==> src/rtl/pc_ctrl_pkg.sv <==
// Shared definitions for the program-counter controller: FSM state encoding,
// default widths and the branch-target table index width.
package pc_ctrl_pkg;

  // Default program-counter / branch-target width in bits
  localparam int D_DEFAULT = 10;

  // Default branch-target table depth
  localparam int N_TGT_DEFAULT = 16;

  // Table index width is fixed at 4 bits regardless of depth
  localparam int IDX_W = 4;

  // Controller states
  typedef enum logic [1:0] {
    IDLE = 2'd0,
    RUN  = 2'd1,
    HALT = 2'd2
  } state_t;

endpackage

==> src/rtl/pc_ctrl_if.sv <==
// Bundle of control, branch, table-configuration and status signals for the
// program-counter controller. The master side drives instruction-decode and
// configuration inputs; the slave side is the controller itself.
interface pc_ctrl_if
  import pc_ctrl_pkg::*;
#(
  parameter int D = D_DEFAULT
);

  logic             start;
  logic             halt;
  logic             stall;
  logic             br_en;
  logic             br_taken;
  logic             br_rel;
  logic [IDX_W-1:0] br_idx;
  logic             cfg_we;
  logic [IDX_W-1:0] cfg_addr;
  logic [D-1:0]     cfg_data;
  logic [D-1:0]     prog_ctr;
  logic             running;
  logic             done;

  modport master (
    output start, halt, stall, br_en, br_taken, br_rel, br_idx,
    output cfg_we, cfg_addr, cfg_data,
    input  prog_ctr, running, done
  );

  modport slave (
    input  start, halt, stall, br_en, br_taken, br_rel, br_idx,
    input  cfg_we, cfg_addr, cfg_data,
    output prog_ctr, running, done
  );

endinterface

==> src/rtl/branch_tgt_table.sv <==
// Branch-target table: one registered write port, one combinational read
// port. Entries hold either absolute targets or signed PC-relative offsets;
// the interpretation belongs to the reader. Reset clears every entry.
module branch_tgt_table
  import pc_ctrl_pkg::*;
#(
  parameter int D     = D_DEFAULT,
  parameter int N_TGT = N_TGT_DEFAULT
) (
  input  logic             clk,
  input  logic             reset,
  input  logic             we,
  input  logic [IDX_W-1:0] waddr,
  input  logic [D-1:0]     wdata,
  input  logic [IDX_W-1:0] raddr,
  output logic [D-1:0]     rdata
);

  logic [D-1:0] mem [N_TGT];

  // Write port: clear on reset, otherwise store on the strobe; out-of-range
  // indices (only possible for a shallow table) are dropped.
  always_ff @(posedge clk or posedge reset) begin
    if (reset) begin
      for (int i = 0; i < N_TGT; i++) begin
        mem[i] <= '0;
      end
    end else if (we && (int'(waddr) < N_TGT)) begin
      mem[waddr] <= wdata;
    end
  end

  // Read port is combinational, so a same-cycle write is not yet visible
  assign rdata = (int'(raddr) < N_TGT) ? mem[raddr] : '0;

endmodule

==> src/rtl/pc_ctrl.sv <==
// Program-counter controller: IDLE/RUN/HALT state machine, PC register and
// next-PC adder/mux. Branch targets come from the branch_tgt_table sub-module.
// All outputs are registered.
module pc_ctrl
  import pc_ctrl_pkg::*;
#(
  parameter int D     = D_DEFAULT,
  parameter int N_TGT = N_TGT_DEFAULT
) (
  input  logic     clk,
  input  logic     reset,
  pc_ctrl_if.slave bus
);

  state_t       state;
  logic [D-1:0] pc_q;
  logic         running_q;
  logic         done_q;

  logic [D-1:0] tgt_entry;
  logic [D-1:0] pc_inc;
  logic [D-1:0] br_target;

  branch_tgt_table #(
    .D     (D),
    .N_TGT (N_TGT)
  ) u_tbl (
    .clk   (clk),
    .reset (reset),
    .we    (bus.cfg_we),
    .waddr (bus.cfg_addr),
    .wdata (bus.cfg_data),
    .raddr (bus.br_idx),
    .rdata (tgt_entry)
  );

  // Next-PC candidates; D-bit addition wraps naturally, which also makes a
  // two's-complement relative entry act as a signed offset.
  always_comb begin
    pc_inc    = pc_q + D'(1);
    br_target = tgt_entry;
    if (bus.br_rel) begin
      br_target = pc_q + tgt_entry;
    end
  end

  // Controller FSM with registered PC and status flags; in RUN the priority
  // is halt, then stall, then a taken branch, then increment.
  always_ff @(posedge clk or posedge reset) begin
    if (reset) begin
      state     <= IDLE;
      pc_q      <= '0;
      running_q <= 1'b0;
      done_q    <= 1'b0;
    end else begin
      case (state)
        IDLE: begin
          pc_q <= '0;
          if (bus.start) begin
            state     <= RUN;
            running_q <= 1'b1;
            done_q    <= 1'b0;
          end
        end
        RUN: begin
          if (bus.halt) begin
            state     <= HALT;
            running_q <= 1'b0;
            done_q    <= 1'b1;
          end else if (bus.stall) begin
            pc_q <= pc_q;
          end else if (bus.br_en && bus.br_taken) begin
            pc_q <= br_target;
          end else begin
            pc_q <= pc_inc;
          end
        end
        HALT: begin
          if (bus.start) begin
            state     <= RUN;
            pc_q      <= '0;
            running_q <= 1'b1;
            done_q    <= 1'b0;
          end
        end
        default: begin
          state     <= IDLE;
          pc_q      <= '0;
          running_q <= 1'b0;
          done_q    <= 1'b0;
        end
      endcase
    end
  end

  assign bus.prog_ctr = pc_q;
  assign bus.running  = running_q;
  assign bus.done     = done_q;

endmodule
==> src/flat_wrapper.sv <==
// flat-port wrapper written by rule: the top's interface ports become plain ports
module pc_ctrl_flat import pc_ctrl_pkg::*;
#(
  parameter int D     = D_DEFAULT,
  parameter int N_TGT = N_TGT_DEFAULT
)
  (clk, reset, bus_start, bus_halt, bus_stall, bus_br_en, bus_br_taken, bus_br_rel, bus_br_idx, bus_cfg_we, bus_cfg_addr, bus_cfg_data, bus_prog_ctr, bus_running, bus_done);
  pc_ctrl_if #(.D(D)) bus_i ();
  input  logic clk;
  input  logic reset;
  input wire logic [$bits(bus_i.start)-1:0] bus_start;
  input wire logic [$bits(bus_i.halt)-1:0] bus_halt;
  input wire logic [$bits(bus_i.stall)-1:0] bus_stall;
  input wire logic [$bits(bus_i.br_en)-1:0] bus_br_en;
  input wire logic [$bits(bus_i.br_taken)-1:0] bus_br_taken;
  input wire logic [$bits(bus_i.br_rel)-1:0] bus_br_rel;
  input wire logic [$bits(bus_i.br_idx)-1:0] bus_br_idx;
  input wire logic [$bits(bus_i.cfg_we)-1:0] bus_cfg_we;
  input wire logic [$bits(bus_i.cfg_addr)-1:0] bus_cfg_addr;
  input wire logic [$bits(bus_i.cfg_data)-1:0] bus_cfg_data;
  output wire logic [$bits(bus_i.prog_ctr)-1:0] bus_prog_ctr;
  output wire logic [$bits(bus_i.running)-1:0] bus_running;
  output wire logic [$bits(bus_i.done)-1:0] bus_done;
  assign bus_i.start = bus_start;
  assign bus_i.halt = bus_halt;
  assign bus_i.stall = bus_stall;
  assign bus_i.br_en = bus_br_en;
  assign bus_i.br_taken = bus_br_taken;
  assign bus_i.br_rel = bus_br_rel;
  assign bus_i.br_idx = bus_br_idx;
  assign bus_i.cfg_we = bus_cfg_we;
  assign bus_i.cfg_addr = bus_cfg_addr;
  assign bus_i.cfg_data = bus_cfg_data;
  assign bus_prog_ctr = bus_i.prog_ctr;
  assign bus_running = bus_i.running;
  assign bus_done = bus_i.done;
  pc_ctrl #(.D(D), .N_TGT(N_TGT)) u_core (.clk(clk), .reset(reset), .bus(bus_i));
endmodule
==> config.mk <==
export PLATFORM = sky130hd
export DESIGN_NAME = pc_ctrl_flat
export DESIGN_NICKNAME = d
export VERILOG_FILES = /design/src/rtl/pc_ctrl_pkg.sv /design/src/rtl/pc_ctrl_if.sv /design/src/rtl/branch_tgt_table.sv /design/src/rtl/pc_ctrl.sv /design/src/flat_wrapper.sv
export SDC_FILE = /design/constraint.sdc
export NUM_CORES = 1
export LEC_CHECK = 0
export CORE_ASPECT_RATIO = 1.4
export CORE_MARGIN = 2
export CORE_UTILIZATION = 45
export DETAILED_ROUTE_END_ITERATION = 12
export GPL_TIMING_DRIVEN = 1
export PLACE_DENSITY = 0.67
export SETUP_SLACK_MARGIN = 0.15
export SLEW_MARGIN = 20
export SYNTH_ARGS = -nofsm -noshare
export SYNTH_HDL_FRONTEND = slang
export SYNTH_HIERARCHICAL = 1
export SYNTH_SLANG_ARGS = --single-unit
export TNS_END_PERCENT = 100
==> constraint.sdc <==
create_clock -name clk -period 9.7 [get_ports clk]
set_input_delay 1.455 -clock clk [delete_from_list [all_inputs] [get_ports clk]]
set_output_delay 1.455 -clock clk [all_outputs]
set_load 0.05 [all_outputs]
### Word-level counts from Yosys, hierarchy flattened

Index checks and enable logic that the tools add are counted.

| cells by class | value |
|---|---|
| $add $sub $neg | 2 |
| $lt $le $gt $ge | 3 |
| equality and inequality tests | 7 |
| muxes and demuxes | 21 |
| bitwise operators | 2 |
| reduce and logical (&&, ||, !) cells | 6 |

Operators with widths:

| cell | count |
|---|---|
| 160-bit bitwise mux | 1 |
| 10-bit 2-to-1 mux | 8 |
| 10-bit binary-select mux with 4-bit select | 1 |
| 10-bit demux with 4-bit select | 1 |
| 10-bit one-hot mux with 2 select lines | 1 |
| 10-bit by 1-bit adder with 10-bit output (second input constant) | 1 |
| 10-bit adder | 1 |
| 5-bit >= comparator (second input constant) | 2 |
| 4-bit inverter with 5-bit output | 2 |
| 2-bit != test (second input constant) | 4 |
| 5-bit by 1-bit < comparator with 1-bit output (second input constant) | 1 |
| 1-bit 2-to-1 mux | 4 |
| 2-bit 2-to-1 mux | 2 |
| 1-bit one-hot mux with 2 select lines | 2 |
| 2-bit one-hot mux with 2 select lines | 1 |
| 3-bit AND reduction | 1 |
| 2-bit by 1-bit equality test with 1-bit output (second input constant) | 1 |
| 2-bit equality test (second input constant) | 1 |
| 1-bit logical AND | 2 |
| 2-bit logical NOT | 1 |
| 2-bit by 1-bit != test with 1-bit output (second input constant) | 1 |
| 2-bit AND reduction | 1 |
| 2-bit OR reduction | 1 |

| word-level totals | value |
|---|---|
| flip-flop bits (word level) | 174 |
| bits of input ports | 27 |

### Logic depth before layout (Yosys ltp)

Gate-level depths: netlist of run 1.

| depth | value |
|---|---|
| depth in word-level cells | 10 |
| gate-level depth with buffers | 15 |
| depth with buffers taken out | 13 |

### By module

Netlist of run 1, hierarchy kept.

By module, submodules not included:

| module | instances | cells each | area each (um^2) | sequential area each (um^2) |
|---|---|---|---|---|
| branch_tgt_table | 1 | 446 | 7294.5 | 4003.8 |
| pc_ctrl | 1 | 153 | 1251.2 | 325.3 |

### Least setup slack after synthesis of run 1

Ideal clock, no wire load.

| path | value |
|---|---|
| path kind | input-to-reg |
| from | input port bus_br_idx[0] |
| to | register u_core.pc_q[9] (netlist: u_core/bus.prog_ctr[9]) |
| library setup time | 123 ps |
| arrival | 4054 ps |
| data required time | 9577 ps |
| slack | 5523 ps |
| stages on the path | 12 |
| cell sequence | buf_2 > mux4_2 > a22oi_1 > nand2_1 > ha_1 > a21o_1 > a31o_1 > or4_1 > o21ai_2 > nor3_2 > a31oi_1 > o21ai_1 |

| between the ends | value |
|---|---|
| longest elaborated chain between the ends | 10 |

Ends and longest elaborated chain:

| element | line | source |
|---|---|---|
| start: declaration | flat_wrapper.sv:17 | `input wire logic [$bits(bus_i.br_idx)-1:0] bus_br_idx;` |
| 4-bit inverter with 5-bit output (not written as such) | branch_tgt_table.sv:34 | `assign rdata = (int'(raddr) < N_TGT) ? mem[raddr] : '0;` |
| 10-bit binary-select mux with 4-bit select | branch_tgt_table.sv:34 |  |
| 10-bit 2-to-1 mux (not written as such) (2 in a row) | branch_tgt_table.sv:34 |  |
| via u_core.tgt_entry[6] | pc_ctrl.sv:20 | `logic [D-1:0] tgt_entry;` |
| 10-bit adder | pc_ctrl.sv:43 | `br_target = pc_q + tgt_entry;` |
| 10-bit 2-to-1 mux | pc_ctrl.sv:42 | `if (bus.br_rel) begin` |
| 10-bit 2-to-1 mux | pc_ctrl.sv:72 | `end else if (bus.br_en && bus.br_taken) begin` |
| 10-bit 2-to-1 mux | pc_ctrl.sv:70 | `end else if (bus.stall) begin` |
| 10-bit 2-to-1 mux | pc_ctrl.sv:66 | `if (bus.halt) begin` |
| 10-bit one-hot mux with 2 select lines | pc_ctrl.sv:56 | `case (state)` |
| end signal: assignment | pc_ctrl.sv:71 | `pc_q <= pc_q;` |
| end signal: assignment | pc_ctrl.sv:73 | `pc_q <= br_target;` |
| end signal: assignment | pc_ctrl.sv:75 | `pc_q <= pc_inc;` |
| end: declaration | pc_ctrl.sv:16 | `logic [D-1:0] pc_q;` |

The timed path passes the listed nets, and every way through them passes these cells. The select of a mux whose other input is x is not followed.
A chain may end at the register's enable or synchronous reset.

### Final worst setup path of run 1

Ends and elaborated chain as after synthesis.

==> key figures, run 1 <==
Detailed routing
  • WL met3: 578 um
  • Routed vias: 5173
  • DRT antenna net count: 0
  • TritonRoute pass-1 iters: 7
  • Initial DRC Count: 259
  • Wirelength per Cell: 20.8 um
  • Vias per cell: 5.84
  • WL met2: 9880 um
  • M1 WL: 7700 um
  • Top Layer Used: met4
  • Final WL: 18500 um
  • Drc violations: 0

Clocking
  • Hold bufs inserted after CTS: 0
  • Root buf cell: clkbuf_16
  • Post-CTS sizing: 0
  • H-tree depth: 4
  • TritonCTS Sinks: 173
  • Post-CTS Setup Repair Bufs: 0
  • CTS clock-pin slew for the worst setup and hold paths: 0.06 ns
  • Skew-Pair Late Insertion Delay: 0.42 ns
  • CTS buffer count: 17
  • Clk buf depth: 2
  • CTS tree: built

Finish
  • Area Growth Syn to Fin: 13.6%
  • ANT cells: 0
  • Layout cells sized above 1: 39.9%
  • Finished Layout Cells: 886
  • Layout Nets: 668

Logic synthesis
  • Mean area per synthesized cell: 14.3 sq um
  • Mux contribution to synthesized area: 33.5%
  • Post-Syn Nets: 637
  • Number of synthesized register bits: 173
  • Count leader, synth: dfrtp_1
  • Top cell type's share of synthesized area: 50.7%
  • Top cells by area, synth: dfrtp_1, mux2_2, mux4_2
  • Sequential-to-total area share from yosys stat: 50.7%
  • Synth cell count leaders: dfrtp_1, mux2_2, mux4_2, nand2_1, a22oi_1
  • Top FF cell, synth: dfrtp_1
  • Synth cell types: 51
  • YS warnings: 6
  • Mapped Area: 0.00855 sq mm
  • Post-synthesis simple-gate area fraction: 6.00%
  • Cell accounting for the most synthesized area: dfrtp_1
  • Post-synthesis adder-cell area fraction: 1.70%
  • Compound-Gate Fraction of Synth Area: 5.53%
  • Synth async-reset ratio: 100%
  • Mapped Cells: 599
  • XOR/XNOR Fraction of Synth Area: 0.615%
  • Number of synthesized flops with an enable pin: 0
  • Largest family of logic cells by synthesized area: multiplexers

Global routing
  • Largest net degree at the start of global routing: 101
  • First-pass GRT wire length: 30300 um
  • GRT overflow: 0
  • Initial antenna violation count: 0
  • Global Route Usage Sum: 19.4%
  • Vias in the first global route: 5559

STA
  • Unrepaired setup endpoints after global routing: false
  • Final Hold Viols: 0
  • Slew HR: 39.8%
  • Pins Over Slew Limit: 0
  • Setup Viol. Count Final: 0
  • Skew final: 0.00670 ns
  • Worst-margin pin slew: 0.902 ns
  • Fin crit share: 48.3%
  • Max Fclk: 0.213 GHz
  • Min Tclk post-route: 4.69 ns
  • Setup TNS: 0 ns

Run
  • Max Cap Viol: 0

Critical path
  • Reg2Reg Depth: 11
  • Crit-path slowest cell: buf_4
  • Bufs and invs on worst path: 2
  • Max incr delay on CP: 0.61 ns
  • CP delay by family, top: multiplexers
  • Most used cell, CP: a21oi_1
  • CP Data Required Time: 10.05 ns
  • Worst Setup End Kind: register
  • Max FO, Critical Path: 40
  • Stages on the worst setup path: 13
  • Critical path startpoint category: primary input
  • Crit path cell chain: buf_2 > buf_4 > mux4_2 > a22oi_1 > nand2_1 > ha_1 > a21oi_1 > nand4b_1 > a21oi_1 > mux2_2 > nor3_2 > a31oi_1 > o21ai_1
  • Setup CP Type: in -> reg
  • Critical Path AT: 5.04 ns

Power and ir drop
  • PD cells: 214 mW/mm^2
  • Static Leak: 4.17 nW
  • Max IR drop VDD: 108 uV

Worst hold path
  • Hold WC Path Type: reg -> reg
  • Hold path depth: 1

Placed design
  • Inst Count DP: 855
  • I/O Buffers: 38
  • Hpwl dp: 12600 um
  • GP Congestion: 0.762

Die
  • Die width: 120 um
  • Ports: 39
  • Core area: 0.0186 sq mm
  • Initial core utilization: 45.9%
  • DIE AREA: 0.0201 sq mm
  • # rows: 59
  • DIE HEIGHT: 167 um

Run status
  • Outcome: complete, no violations
[layout by cell type (no fill, tap or decap), types with 11 or more instances in the layout]
| master | count |
|---|---|
| a22oi_1 | 22 |
| clkbuf_16 | 17 |
| clkdlybuf4s50_1 | 36 |
| dfrtp_1 | 173 |
| mux2_2 | 143 |
| mux2_4 | 20 |
| mux4_2 | 40 |
| nand2_1 | 25 |
| nor2_1 | 12 |
| o21ai_1 | 11 |
[sequential cells by signal, summed over array words and instances, names as in the netlist]
name	flops
u_core/bus.prog_ctr	10
u_core/bus.running	1
u_core/u_tbl/mem	160
u_core/state	2
[cell families after synthesis]
group | count (synthesis)
AO/OA/AOI/OAI | 71
XOR/XNOR | 6
adder cells (fa/ha/maj) | 11
buffers and inverters | 38
flip-flops | 173
multiplexers | 208
AND/OR/NAND/NOR | 92
[final timing paths]
check | slack [ns] | startpoint | endpoint
setup / recovery | 5.01 | bus_br_idx[0] | u_core/bus.prog_ctr[9]$_DFFE_PP0P_
hold / removal | 0.50 | u_core/u_tbl/mem[129]$_DFFE_PP0P_ | u_core/u_tbl/mem[129]$_DFFE_PP0P_
setup reg to reg | 6.51 | u_core/u_tbl/mem[121]$_DFFE_PP0P_ | u_core/bus.prog_ctr[9]$_DFFE_PP0P_
hold reg to reg | 0.50 | u_core/u_tbl/mem[129]$_DFFE_PP0P_ | u_core/u_tbl/mem[129]$_DFFE_PP0P_
max in group asynchronous | 6.72 | reset | u_core/u_tbl/mem[121]$_DFFE_PP0P_
min in group asynchronous | 1.51 | reset | u_core/bus.prog_ctr[5]$_DFFE_PP0P_
[final cells by class]
class	instances	area [sq um]
clock inverter	8	106
clock buffer	23	478
fill	1566	8900
inverter	7	31.3
multi-input combinational	388	4050
tap	244	305
sequential	173	4330
timing repair buffer	43	408
[report_power, final]
part | switching [mW] | leakage, nW | internal, mW
combinational | 0.178 | 1.75 | 0.250
clock | 0.278 | 0.280 | 0.400
sequential | 0.0855 | 2.14 | 0.882
[stage by stage]
stage	power [mW]	utilization, %	worst slack, ns	hold slack (ns)	cell area [sq um]
final	2.07	52.2	5.01	0.502	9710
after global placement	1.38	49.0	4.56	0.463	9120
after global routing	2.17	52.2	4.69	0.513	9710
after detailed placement	1.41	49.0	4.51	0.488	9120
after CTS	2.09	52.2	4.97	0.503	9700
after floorplan	1.29	-	3.93	0.474	8550
[per-layer routing]
layer  global-route usage, %  up-vias
met5                       0        -
met4                    6.27        0
li1                        -     2301
met1                    24.3     2748
met3                    3.39       26
met2                    34.1       98
Power figures use the tool's default switching activity.
==> run 2: changes to the inputs <==
--- a/config.mk
+++ b/config.mk
@@ -10,7 +10,7 @@
 export CORE_UTILIZATION = 45
 export DETAILED_ROUTE_END_ITERATION = 12
 export GPL_TIMING_DRIVEN = 1
-export PLACE_DENSITY = 0.67
+export PLACE_DENSITY = 0.7
 export SETUP_SLACK_MARGIN = 0.15
 export SLEW_MARGIN = 20
 export SYNTH_ARGS = -nofsm -noshare
==> constraint.sdc (replaced) <==
create_clock -name clk -period 4.3 [get_ports clk]
set_input_delay 0.645 -clock clk [delete_from_list [all_inputs] [get_ports clk]]
set_output_delay 0.645 -clock clk [all_outputs]
set_load 0.05 [all_outputs]
==> run 2 against run 1 <==
First-iteration DRC count grew 7.7%. Die area is the same. Sequential power grew 130%. Wire length grew 1.2%. Critical path depth is the same. Sequential share of layout area shrank 0.42 points. Global-route usage grew 0.26 points. Hold slack lost 0.00074 ns. Critical path type unchanged. Cell count grew 0.68%. Worst setup slack lost 4.2 ns. Largest power group unchanged. Combinational power grew 130%. Largest cell class unchanged.
==> key figures, run 2 (synthesis results as in run 1) <==
Detailed routing
  • Final WL: 18700 um (+1.2%)
  • TritonRoute pass-1 iters: 4 (-3)
  • DRT antenna net count: 0 (unchanged)
  • Wirelength per Cell: 21.0 um (+0.54%)
  • Routed vias: 5181 (+0.15%)
  • Vias per cell: 5.81 (-0.52%)
  • Initial DRC Count: 279 (+7.7%)
  • Drc violations: 0 (unchanged)

Placed design
  • Hpwl dp: 12900 um (+2.4%)
  • I/O Buffers: 38 (unchanged)
  • Pre-CTS WS: 0.398 ns (-4.12 ns)
  • Inst Count DP: 860 (+0.58%)
  • GP Congestion: 0.794 (+4.2%)

Clocking
  • Clk buf depth: 2 (unchanged)
  • Post-CTS Setup Repair Bufs: 0 (unchanged)
  • CTS clock-pin slew for the worst setup and hold paths: 0.06 ns (about the same)
  • CTS buffer count: 17 (unchanged)
  • Hold bufs inserted after CTS: 0 (unchanged)
  • TritonCTS Sinks: 173 (unchanged)
  • CTS tree: built
  • Post-CTS sizing: 0 (unchanged)
  • Root buf cell: clkbuf_16
  • Skew-Pair Late Insertion Delay: 0.42 ns (about the same)
  • H-tree depth: 4 (unchanged)

STA
  • PnR worst setup slack: 0.833 ns (-4.18 ns)
  • Slew HR: 45.2% (+5.3 points)
  • Skew final: 0.00854 ns (+0.00184 ns)
  • Setup Viol. Count Final: 0 (unchanged)
  • Final Hold Viols: 0 (unchanged)
  • Pins Over Slew Limit: 0 (unchanged)
  • Worst-margin pin slew: 0.821 ns (-0.0809 ns)
  • Fin crit share: 80.6%
  • Setup TNS: 0 ns (unchanged)
  • Unrepaired setup endpoints after global routing: false
  • Min Tclk post-route: 3.47 ns
  • Max Fclk: 0.288 GHz

Power and ir drop
  • Max IR drop VDD: 270 uV (+150%)
  • PD cells: 484 mW/mm^2 (+130%)
  • Static Leak: 4.21 nW (+1.1%)

Critical path
  • Reg2Reg Depth: 11 (unchanged)
  • Worst Setup End Kind: register
  • R2R Setup Slk: 1.20 ns (-5.31 ns)
  • Crit-path slowest cell: mux4_2
  • Critical path startpoint category: primary input
  • CP Data Required Time: 4.65 ns (-5.40 ns)
  • CP delay by family, top: multiplexers
  • Crit path cell chain: buf_2 > buf_12 > mux4_2 > a22oi_1 > nand2_1 > ha_1 > a21oi_1 > nand4b_1 > a21oi_1 > mux2_2 > nor3_2 > a31oi_1 > o21ai_1
  • Most used cell, CP: a21oi_1
  • Max incr delay on CP: 0.55 ns (-0.06 ns)
  • Reg2reg end: u_core/bus.prog_ctr[9]$_DFFE_PP0P_
  • Bufs and invs on worst path: 2 (unchanged)
  • Critical Path AT: 3.82 ns (-1.22 ns)
  • Worst Setup SP: bus_br_idx[0]
  • Max FO, Critical Path: 40 (unchanged)
  • FF-to-FF Start: u_core/u_tbl/mem[81]$_DFFE_PP0P_
  • Setup CP Type: in -> reg

Finish
  • Layout cells sized above 1: 40.6% (+0.71 points)
  • Max reg flops: 160 (unchanged)
  • Finished Layout Cells: 892 (+0.68%)
  • Layout Nets: 673 (+0.75%)
  • Area Growth Syn to Fin: 14.7%
  • Fillcell total: 1594 (+1.8%)
  • Commonest non-fill, non-tap cell in the layout: dfrtp_1
  • ANT cells: 0 (unchanged)
  • Finished Core Util: 52.7% (+0.50 points)
  • Most frequent cells in the layout: dfrtp_1, mux2_2, mux4_2
  • Most flop-heavy register: u_core/u_tbl/mem

Run status
  • Outcome: complete, no violations

Run
  • Max Cap Viol: 0 (unchanged)

Global routing
  • GRT overflow: 0 (unchanged)
  • Initial antenna violation count: 0 (unchanged)
  • Global Route Usage Sum: 19.7% (+0.26 points)
  • Largest net degree at the start of global routing: 87 (-14%)
  • First-pass GRT wire length: 30600 um (+1.3%)
  • Vias in the first global route: 5635 (+1.4%)

Die
  • DIE HEIGHT: 167 um (unchanged)
  • Ports: 39 (unchanged)
  • DIE AREA: 0.0201 sq mm (unchanged)
  • Core area: 0.0186 sq mm (unchanged)
  • Die width: 120 um (unchanged)
  • Initial core utilization: 45.9% (unchanged)
  • # rows: 59 (unchanged)

Worst hold path
  • Hold path depth: 2 (+1)
  • Hold endpoint: u_core/bus.running$_DFFE_PP0P_
  • Hold WC Path Type: reg -> reg
  • Hold wc startpoint: u_core/bus.running$_DFFE_PP0P_
run 2: stage by stage:
stage / hold WS [ns] / instance area [sq um] / power (mW)
after floorplan: 0.474 / 8550 / 2.91
after global placement: 0.464 / 9190 / 3.11
after detailed placement: 0.492 / 9190 / 3.18
after CTS: 0.506 / 9800 / 4.77
final: 0.501 / 9800 / 4.74
after global routing: 0.512 / 9800 / 4.95
run 2: worst register-to-register path, delay by kind of cell (launching register included):
family	cells	cell delay (ns)
compound gates	5	0.89
simple gates	3	0.55
flops	1	0.38
fa+ha+maj	1	0.31
mux	2	0.88
run 2: power by group:
group,internal [mW],total [mW],switching [mW]
clock,0.933,1.58,0.649
combinational,0.570,0.975,0.404
sequential,1.99,2.18,0.193
total,3.49,4.74,1.25
run 2: worst max path at each step:
stage | slack (ns) | endpoint | depth (start not counted)
final | 0.83 | u_core/bus.prog_ctr[9]$_DFFE_PP0P_ | 13
after floorplan | 0.93 | u_core/bus.prog_ctr[9]$_DFFE_PP0P_ | 12
after global routing | 0.57 | u_core/bus.prog_ctr[9]$_DFFE_PP0P_ | 13
after global placement | 0.43 | u_core/bus.prog_ctr[9]$_DFFE_PP0P_ | 13
after CTS | 0.85 | u_core/bus.prog_ctr[9]$_DFFE_PP0P_ | 13
after detailed placement | 0.40 | u_core/bus.prog_ctr[9]$_DFFE_PP0P_ | 13
run 2: metal layers:
layer | share of wire [%] | global-route usage (%)
met1 | 43 | 24.6
met2 | 53 | 34.3
met3 | 2.8 | 3.97
met4 | 1.5 | 6.22
met5 | 0 | 0
run 2: cell type report:
type | instances | area (sq um) | share of cell area (%)
Sequential cell | 173 | 4330 | 44.2
Multi-Input combinational cell | 388 | 4050 | 41.3
Timing Repair Buffer | 48 | 483 | 4.93
Clock buffer | 19 | 443 | 4.52
Tap cell | 244 | 305 | 3.12
Clock inverter | 13 | 163 | 1.66
Inverter | 7 | 30.0 | 0.306
==> run 3: changes to the inputs <==
--- a/config.mk
+++ b/config.mk
@@ -10,7 +10,7 @@
 export CORE_UTILIZATION = 45
 export DETAILED_ROUTE_END_ITERATION = 12
 export GPL_TIMING_DRIVEN = 1
-export PLACE_DENSITY = 0.7
+export PLACE_DENSITY = 0.67
 export SETUP_SLACK_MARGIN = 0.15
 export SLEW_MARGIN = 20
 export SYNTH_ARGS = -nofsm -noshare
==> constraint.sdc (replaced) <==
create_clock -name clk -period 3.35 [get_ports clk]
set_input_delay 0.5025 -clock clk [delete_from_list [all_inputs] [get_ports clk]]
set_output_delay 0.5025 -clock clk [all_outputs]
set_load 0.05 [all_outputs]
==> run 3 against run 2 <==
Critical path depth did not move. Via count rose by 4.3%. Count of clock-buffer cells in the layout rose by 2. Clock power rose by 23%. Critical path type unchanged. Highest routed layer unchanged.
==> key figures, run 3 (synthesis results as in run 1) <==
Run status
  • Outcome: complete, no violations

Clocking
  • CTS buffer count: 17 (unchanged)
  • TritonCTS Sinks: 173 (unchanged)
  • CTS tree: built
  • CTS clock-pin slew for the worst setup and hold paths: 0.06 ns (about the same)
  • Clk buf depth: 2 (unchanged)
  • Skew-Pair Late Insertion Delay: 0.43 ns (about the same)
  • H-tree depth: 4 (unchanged)
  • Root buf cell: clkbuf_16
  • Hold bufs inserted after CTS: 0 (unchanged)

Critical path
  • Crit-path slowest cell: mux4_2
  • Reg2Reg Depth: 11 (unchanged)
  • Critical Path AT: 3.41 ns (-0.41 ns)
  • Max incr delay on CP: 0.49 ns (-0.06 ns)
  • CP delay by family, top: multiplexers
  • Worst Setup SP: bus_br_idx[0]
  • Worst Setup End Kind: register
  • R2R Setup Slk: 0.35 ns (-0.85 ns)
  • Max FO, Critical Path: 12 (-70%)
  • Bufs and invs on worst path: 3 (+1)
  • Stages on the worst setup path: 13 (unchanged)
  • Reg2reg end: u_core/bus.prog_ctr[9]$_DFFE_PP0P_
  • FF-to-FF Start: u_core/u_tbl/mem[136]$_DFFE_PP0P_
  • Crit path cell chain: buf_2 > buf_12 > buf_4 > mux4_2 > a22oi_1 > nand2_1 > ha_1 > nand4b_1 > a21oi_2 > mux2_2 > nor3_2 > a31oi_1 > o21ai_1
  • Setup CP Type: in -> reg
  • Critical Path End: u_core/bus.prog_ctr[9]$_DFFE_PP0P_
  • Critical path startpoint category: primary input
  • CP Data Required Time: 3.70 ns (-0.95 ns)

Detailed routing
  • Final WL: 19600 um (+4.8%)
  • Initial DRC Count: 296 (+6.1%)
  • Vias per cell: 5.78 (-0.42%)
  • Routed vias: 5402 (+4.3%)
  • DRT antenna net count: 0 (unchanged)
  • TritonRoute pass-1 iters: 5 (+1)
  • Drc violations: 0 (unchanged)
  • Wirelength per Cell: 21.0 um (about the same)

STA
  • Unrepaired setup endpoints after global routing: false
  • Fin crit share: 91.1%
  • Max Fclk: 0.328 GHz
  • Worst-margin pin slew: 0.865 ns (+0.0440 ns)
  • Slew HR: 42.3% (-2.9 points)
  • Setup Viol. Count Final: 0 (unchanged)
  • Pins Over Slew Limit: 0 (unchanged)
  • Skew final: 0.00651 ns (-0.00203 ns)
  • Min Tclk post-route: 3.05 ns
  • Final Hold Viols: 0 (unchanged)

Placed design
  • Hpwl dp: 14100 um (+9.1%)
  • GP Congestion: 0.908 (+14%)
  • Cell Area, Placed: 0.00951 sq mm (+3.5%)
  • I/O Buffers: 38 (unchanged)

Run
  • Max Cap Viol: 0 (unchanged)

Finish
  • Fillcell total: 1536 (-3.6%)
  • Commonest non-fill, non-tap cell in the layout: dfrtp_1
  • Most flop-heavy register: u_core/u_tbl/mem
  • Most frequent cells in the layout: dfrtp_1, mux2_2, buf_4
  • Area Growth Syn to Fin: 18.9%
  • Finished Core Util: 54.6% (+2.0 points)
  • Register area: 0.00433 sq mm (unchanged)
  • Layout Nets: 715 (+6.2%)
  • ANT cells: 0 (unchanged)
  • Final instance area: 0.0102 sq mm (+3.7%)
  • Max reg flops: 160 (unchanged)
  • Layout cells sized above 1: 44.5% (+3.9 points)
  • Multi-input gate area in the final layout: 0.00406 sq mm (+0.34%)

Power and ir drop
  • Static Leak: 4.44 nW (+5.3%)
  • PD cells: 598 mW/mm^2 (+24%)
  • Max IR drop VDD: 305 uV (+13%)

Global routing
  • Vias in the first global route: 5817 (+3.2%)
  • First-pass GRT wire length: 32000 um (+4.4%)
  • Initial antenna violation count: 0 (unchanged)
  • Largest net degree at the start of global routing: 62 (-29%)
  • Global Route Usage Sum: 20.7% (+1.0 points)
  • GRT overflow: 0 (unchanged)

Die
  • Core area: 0.0186 sq mm (unchanged)
  • DIE AREA: 0.0201 sq mm (unchanged)
  • DIE HEIGHT: 167 um (unchanged)
  • Ports: 39 (unchanged)
  • # rows: 59 (unchanged)
  • Initial core utilization: 45.9% (unchanged)
  • Die width: 120 um (unchanged)

Worst hold path
  • Hold WC Path Type: in -> async
run 3: cell types whose count changed in the layout (fill, tap and decap cells not counted), moves of 2 or more:
cell | before | now
clkinv_2 | 3 | 5
a22oi_1 | 22 | 20
buf_4 | 7 | 44
inv_6 | 3 | 0
buf_12 | 3 | 6
a22oi_2 | 0 | 2
run 3: area by class of cell:
class / instances / area share, %
clock inverter: 11 / 1.16
tap: 244 / 3.00
clock buffer: 21 / 4.53
timing repair buffer: 90 / 8.46
sequential: 173 / 42.6
inverter: 7 / 0.296
multi-input combinational: 388 / 39.9
run 3: metal layers:
| metal | global-route usage (%) | wire [um] | vias up | share of wire [%] |
|---|---|---|---|---|
| met1 | 25.9 | 8180 | 2856 | 42 |
| met3 | 3.22 | 530 | 32 | 2.7 |
| met2 | 35.9 | 10500 | 109 | 54 |
| li1 | - | - | 2405 | - |
| met4 | 7.79 | 386 | 0 | 2.0 |
| met5 | 0 | 0 | - | 0 |
run 3: worst register-to-register path, stage by stage (launching register included):
cell	delay, ns
dfrtp_1	0.39
mux4_2	0.48
a22oi_2	0.25
nand2_1	0.15
ha_1	0.33
a21o_1	0.18
a31o_1	0.23
or4_1	0.42
o21ai_2	0.14
nor3_2	0.07
a31oi_1	0.17
o21ai_1	0.08
run 3: report_power, final:
group	leakage (nW)	switching (mW)	total, mW	internal, mW
Combinational	2.02	0.542	1.34	0.798
Sequential	2.14	0.246	2.80	2.55
Clock	0.283	0.808	1.94	1.13
Total	4.44	1.60	6.08	4.48
run 3: stage by stage:
stage               hold slack [ns]  total power [mW]  instances  TNS (ns)  setup WS, ns
detailed placement            0.477              4.16        896    -0.496        -0.172
finish                        0.486              6.08        934         0         0.298
floorplan                     0.379              3.73        599         0         0.168
global placement              0.464              4.07        896    -0.302        -0.126
global route                  0.519              6.37        934         0         0.150
CTS                           0.492              6.11        928         0         0.271
run 3: worst min-delay path by stage:
stage                                         end  slack [ns]  cells past startpoint                        startpoint
5_1_grt          u_core/u_tbl/mem[80]$_DFFE_PP0P_        0.52                      1  u_core/u_tbl/mem[80]$_DFFE_PP0P_
3_3_place_gp       u_core/bus.running$_DFFE_PP0P_        0.46                      2    u_core/bus.running$_DFFE_PP0P_
2_1_floorplan  u_core/bus.prog_ctr[0]$_DFFE_PP0P_        0.38                      1                             reset
4_1_cts            u_core/bus.running$_DFFE_PP0P_        0.49                      2    u_core/bus.running$_DFFE_PP0P_
3_5_place_dp       u_core/bus.running$_DFFE_PP0P_        0.48                      2    u_core/bus.running$_DFFE_PP0P_
6_report       u_core/bus.prog_ctr[0]$_DFFE_PP0P_        0.49                      2                             reset
run 3: what timing repair did:
item,in CTS,in global routing
setup buffers,0,6
setup endpoints to repair,0,2
gates resized for setup,0,5
